**src/rtl/alert_pkg.sv**
```systemverilog
// Shared types and constants for the alert trigger and its cooldown timer.
package alert_pkg;

  typedef enum logic [2:0] {
    IDLE     = 3'd0,
    CONFIRM  = 3'd1,
    FIRE     = 3'd2,
    COOLDOWN = 3'd3,
    REARM    = 3'd4
  } state_t;

  // Width of the hit/miss frame counters (parameters are limited to 1..15).
  localparam int CNT_W = 4;

  // Default timing: 2 s of cooldown at a 50 MHz system clock.
  localparam int CLK_HZ           = 50_000_000;
  localparam int COOLDOWN_DEFAULT = 2 * CLK_HZ;

endpackage

```
**src/rtl/cooldown_timer.sv**
```systemverilog
// One-shot cycle timer: load starts a run of COOLDOWN_CYCLES cycles, done
// pulses in the last cycle of the run. Also intended for the buzzer duration.
module cooldown_timer
  import alert_pkg::*;
#(
  parameter int COOLDOWN_CYCLES = COOLDOWN_DEFAULT
) (
  input  logic clk,
  input  logic reset_n,
  input  logic clear,
  input  logic load,
  output logic busy,
  output logic done
);

  localparam int CW = $clog2(COOLDOWN_CYCLES + 1);
  localparam logic [CW-1:0] LAST = CW'(COOLDOWN_CYCLES - 1);

  logic [CW-1:0] count;

  // The run ends when the counter has spent COOLDOWN_CYCLES cycles busy.
  assign done = busy && (count == LAST);

  // Counter and busy flag; clear aborts a run and wins over load.
  always_ff @(posedge clk or negedge reset_n) begin
    if (!reset_n) begin
      count <= '0;
      busy  <= 1'b0;
    end else if (clear) begin
      count <= '0;
      busy  <= 1'b0;
    end else if (load) begin
      count <= '0;
      busy  <= 1'b1;
    end else if (busy) begin
      if (done) begin
        busy <= 1'b0;
      end else begin
        count <= count + CW'(1);
      end
    end
  end

endmodule

```
**src/rtl/alert_trigger.sv**
```systemverilog
// Turns per-frame detection results into a single-cycle buzzer trigger with
// N-frame confirmation, a post-fire cooldown and a miss-based re-arm.
module alert_trigger
  import alert_pkg::*;
#(
  parameter int CONFIRM_FRAMES  = 3,
  parameter int RELEASE_FRAMES  = 2,
  parameter int COOLDOWN_CYCLES = COOLDOWN_DEFAULT
) (
  input  logic             clk,
  input  logic             reset_n,
  input  logic             enable,
  input  logic             det_valid,
  input  logic             det_hit,
  output logic             trigger,
  output logic             armed,
  output logic [CNT_W-1:0] hit_count
);

  localparam logic [CNT_W-1:0] CONFIRM_N = CNT_W'(CONFIRM_FRAMES);
  localparam logic [CNT_W-1:0] RELEASE_N = CNT_W'(RELEASE_FRAMES);
  localparam logic [CNT_W-1:0] ONE       = CNT_W'(1);

  state_t           state, state_nx;
  logic [CNT_W-1:0] hit_nx;
  logic [CNT_W-1:0] miss_cnt, miss_nx;
  logic             cool_load, cool_clear, cool_busy, cool_done;
  logic             frame_hit, frame_miss;

  assign frame_hit  = det_valid &  det_hit;
  assign frame_miss = det_valid & ~det_hit;
  assign armed      = (state == IDLE) || (state == CONFIRM);

  cooldown_timer #(
    .COOLDOWN_CYCLES(COOLDOWN_CYCLES)
  ) u_cooldown (
    .clk    (clk),
    .reset_n(reset_n),
    .clear  (cool_clear),
    .load   (cool_load),
    .busy   (cool_busy),
    .done   (cool_done)
  );

  // Next-state and counter logic; enable low overrides every transition.
  always_comb begin
    state_nx   = state;
    hit_nx     = hit_count;
    miss_nx    = miss_cnt;
    cool_load  = 1'b0;
    cool_clear = 1'b0;
    if (!enable) begin
      state_nx   = IDLE;
      hit_nx     = '0;
      miss_nx    = '0;
      cool_clear = 1'b1;
    end else begin
      case (state)
        IDLE: begin
          hit_nx = '0;
          if (frame_hit) begin
            hit_nx   = ONE;
            state_nx = (CONFIRM_N == ONE) ? FIRE : CONFIRM;
          end
        end
        CONFIRM: begin
          if (frame_hit) begin
            if (hit_count + ONE >= CONFIRM_N) begin
              hit_nx   = CONFIRM_N;
              state_nx = FIRE;
            end else begin
              hit_nx = hit_count + ONE;
            end
          end else if (frame_miss) begin
            hit_nx   = '0;
            state_nx = IDLE;
          end
        end
        FIRE: begin
          cool_load = 1'b1;
          state_nx  = COOLDOWN;
        end
        COOLDOWN: begin
          // An idle timer here would mean a lost run; fall through to re-arm
          // rather than lock up.
          if (cool_done || !cool_busy) begin
            miss_nx  = '0;
            state_nx = REARM;
          end
        end
        REARM: begin
          if (frame_miss) begin
            if (miss_cnt + ONE >= RELEASE_N) begin
              miss_nx  = '0;
              hit_nx   = '0;
              state_nx = IDLE;
            end else begin
              miss_nx = miss_cnt + ONE;
            end
          end else if (frame_hit) begin
            miss_nx = '0;
          end
        end
        default: begin
          state_nx = IDLE;
          hit_nx   = '0;
          miss_nx  = '0;
        end
      endcase
    end
  end

  // State, counters and the registered trigger, high exactly while in FIRE.
  always_ff @(posedge clk or negedge reset_n) begin
    if (!reset_n) begin
      state     <= IDLE;
      hit_count <= '0;
      miss_cnt  <= '0;
      trigger   <= 1'b0;
    end else begin
      state     <= state_nx;
      hit_count <= hit_nx;
      miss_cnt  <= miss_nx;
      trigger   <= (state_nx == FIRE);
    end
  end

endmodule

```
**config.mk**
```make
export PLATFORM = sky130hd
export DESIGN_NAME = alert_trigger
export DESIGN_NICKNAME = d
export VERILOG_FILES = /design/src/rtl/alert_pkg.sv /design/src/rtl/cooldown_timer.sv /design/src/rtl/alert_trigger.sv
export SDC_FILE = /design/constraint.sdc
export NUM_CORES = 1
export LEC_CHECK = 0
export ABC_AREA = 0
export CAP_MARGIN = 0
export CORE_MARGIN = 2
export CORE_UTILIZATION = 49
export DETAILED_ROUTE_END_ITERATION = 12
export PLACE_DENSITY = 0.67
export SLEW_MARGIN = 5
export SYNTH_ARGS = -nofsm -noshare
export SYNTH_HDL_FRONTEND = slang
export SYNTH_SLANG_ARGS = --single-unit
```
**constraint.sdc**
```tcl
create_clock -name clk -period 2.39 [get_ports clk]
set_input_delay 0.717 -clock clk [delete_from_list [all_inputs] [get_ports clk]]
set_output_delay 0.717 -clock clk [all_outputs]
set_load 0.005 [all_outputs]
```
==> results.sh <==
export IMPL_run_status="completed"
export IMPL_post_cts_setup_buffers=0
export IMPL_fin_skew_ps=6.33
export IMPL_synth_seq_cells=40
export IMPL_drt_pre_antenna_iters=4
export IMPL_critPathKind="flop to primary output"
export IMPL_fin_util_pct=56.8
export IMPL_p_per_area_nw_per_um2=512
export IMPL_synth_nets=244
export IMPL_root_buffer="clkbuf_8"
export IMPL_grt_start_max_net_pins=41
export IMPL_cts_inserted_buffers=5
export IMPL_cp_arrival_ps=1450
export IMPL_rsz0062_at_grt="no"
export IMPL_yosysSeqAreaShare_pct=45.1
export IMPL_drtIter0Drc=132
export IMPL_clockBufferDepth=2
export IMPL_die_w_um=71.3
export IMPL_critPathBufInv=1
export IMPL_antenna_found_initial=0
export IMPL_tightestPinTransition_ps=676
export IMPL_die_height_um=71.3
export IMPL_synth_area_um2=2220
export IMPL_synthFlopType="dfrtp_1"
export IMPL_final_common_cell="dfrtp_1"
export IMPL_setup_viol=0
export IMPL_fin_crit_sh_pct=90.5
export IMPL_worst_slack_ps=228
export IMPL_period_needed_ps=2160
export IMPL_overflow=0
export IMPL_path_clk_slew_ps=80
export IMPL_crit_slowest_cell="clkdlybuf4s50_1"
export IMPL_post_cts_resized=0
export IMPL_final_cell_mix="dfrtp_1 (40), nor2_1 (24), nand2_1 (21)"
export IMPL_maxCapViolCount=0
export IMPL_path_cells="nor2_1 > clkdlybuf4s50_1"
export IMPL_p_total_mw=1.27
export IMPL_gp_congestion=0.786
export IMPL_avgSynthCellArea_um2=9.49
export IMPL_grt_pass1_wl_um=7620
export IMPL_critPathLaunchType="flop"
export IMPL_track_usage_pct=18.9
export IMPL_critical_path_required_ps=1670
export IMPL_areaGrowthSynthToFinish_pct=11.4
export IMPL_cp_end_kind="primary output"
export IMPL_path_max_fanout=10
export IMPL_core_area_um2=4350
export IMPL_yosysWarnings=0
export IMPL_grt_pass1_vias=1690
export IMPL_vias=1777
export IMPL_hpwlAfterDp_um=3000
export IMPL_fin_nets=258
export IMPL_wl_per_cell_um=14.3
export IMPL_slew_headroom_pct=53.8
export IMPL_ant_nets=0
export IMPL_hold_viol_final=0
export IMPL_dp_slack_ps=170
export IMPL_synth_edf_count=0
export IMPL_synth_top_area_share_pct=45.1
export IMPL_yosysTopAreaCell="dfrtp_1"
export IMPL_peakVddDrop_mv=0.276
export IMPL_critical_path_max_stage_delay_ps=510
export IMPL_fin_tns_setup_ps=0
export IMPL_synth_area_leaders="dfrtp_1 (45%), xor2_1 (5.1%), nor2_1 (4.1%)"
export IMPL_cp_top_family="buffers and inverters"
export IMPL_fmax_ghz=0.462
export IMPL_dieArea_um2=5080
export IMPL_hp_class="input port to asynchronous set/reset pin"
export IMPL_port_buffers=10
export IMPL_cts_tree="done"
export IMPL_drive_gt1_share_pct=12.4
export IMPL_slew_violations=0
export IMPL_diodes=0
export IMPL_drcViolationCount=0
export IMPL_drt_wl_total_um=4300
export IMPL_vias_per_cell=5.90
export IMPL_nFillCells=384
export IMPL_initial_utilization_pct=51.0
export IMPL_async_reset_ff_share_pct=100
export IMPL_regArea_um2=1000
export IMPL_insertion_delay_ps=290
export IMPL_synthDistinctLibCells=46
export IMPL_p_leak_nw=1.05
export IMPL_cts_sinks=40
export IMPL_syn_inst=234
export IMPL_row_count=24
export IMPL_cts_hold_buf=0
export IMPL_multiInputGateArea_um2=1150
export IMPL_htree_levels=2
export IMPL_ioPinCount=11
[cell families after synthesis]
kind of cell / count (synthesis) / share of synthesized area, %
and+or+nand+nor: 113 / 28.2
AOI/OAI and AO/OA: 49 / 15.3
DFF: 40 / 45.1
xor gates and xnor gates: 14 / 5.52
buffers and inverters: 13 / 2.99
adders and majority gates: 5 / 2.82
[worst reg2reg max path: stages, from the launching register on]
cell       delay (ps)
dfrtp_1           460
ha_1              240
xor2_1            150
a2111oi_0         550
o211ai_1          210
o21ai_0           200
a22o_1            210
[per-layer routing]
layer  up-vias  share of wire [%]  GRT usage (%)
li1        889                  -              -
met1       858                 49           24.3
met2        23                 47           30.2
met3         7                2.9           4.78
met4         0                1.8           8.60
met5         -                  0              0
[where the power goes]
group	switching, mW	internal, mW
clock	0.229	0.310
combinational	0.0307	0.0148
sequential	0.00523	0.678
[sequential cells by signal (all words and copies together), names as in the netlist]
signal / count
u_cooldown.busy: 1
hit_count: 4
u_cooldown.count: 27
state: 3
miss_cnt: 4
trigger: 1
[through the flow]
step           instances  hold slack [ps]  area, µm²
6_report             301              470       2470
5_1_grt              301              527       2470
4_1_cts              301              487       2470
3_5_place_dp         293              504       2370
3_3_place_gp         293              505       2370
2_1_floorplan        234              421       2220
[worst paths after layout]
path / cells after the start / end / start / slack [ps]
max: 2 / armed / state[1] / 230
min in group clk: 1 / miss_cnt[3] / miss_cnt[3] / 530
max reg2reg: 6 / hit_count[0] / miss_cnt[0] / 310
max in group asynchronous: 2 / u_cooldown.count[6] / reset_n / 1580
min: 2 / u_cooldown.count[14] / reset_n / 470
min reg2reg: 1 / miss_cnt[3] / miss_cnt[3] / 530
[Yosys cell counts, types with 4 or more instances]
cell type  count
o21ai_0       11
or3_1          7
ha_1           5
dfrtp_1       40
o21ai_2        5
inv_1          6
nor3_1         5
o211ai_1       5
nand4_1       14
xor2_1        13
nor2_1        24
buf_2          4
and3_1         6
and2_1         7
nand2_1       21
nand3_1        9
or3_2          4
a21oi_1       13
[final cells by class]
| cell class | count | share of cell area (%) |
|---|---|---|
| flip-flops and latches | 40 | 40.5 |
| well taps | 52 | 2.63 |
| inverters | 6 | 0.910 |
| multi-input cells | 181 | 46.6 |
| clock inverters | 2 | 1.42 |
| clock buffers | 6 | 2.93 |
| repair buffers | 14 | 5.06 |
(Power assumes the default switching activity.)
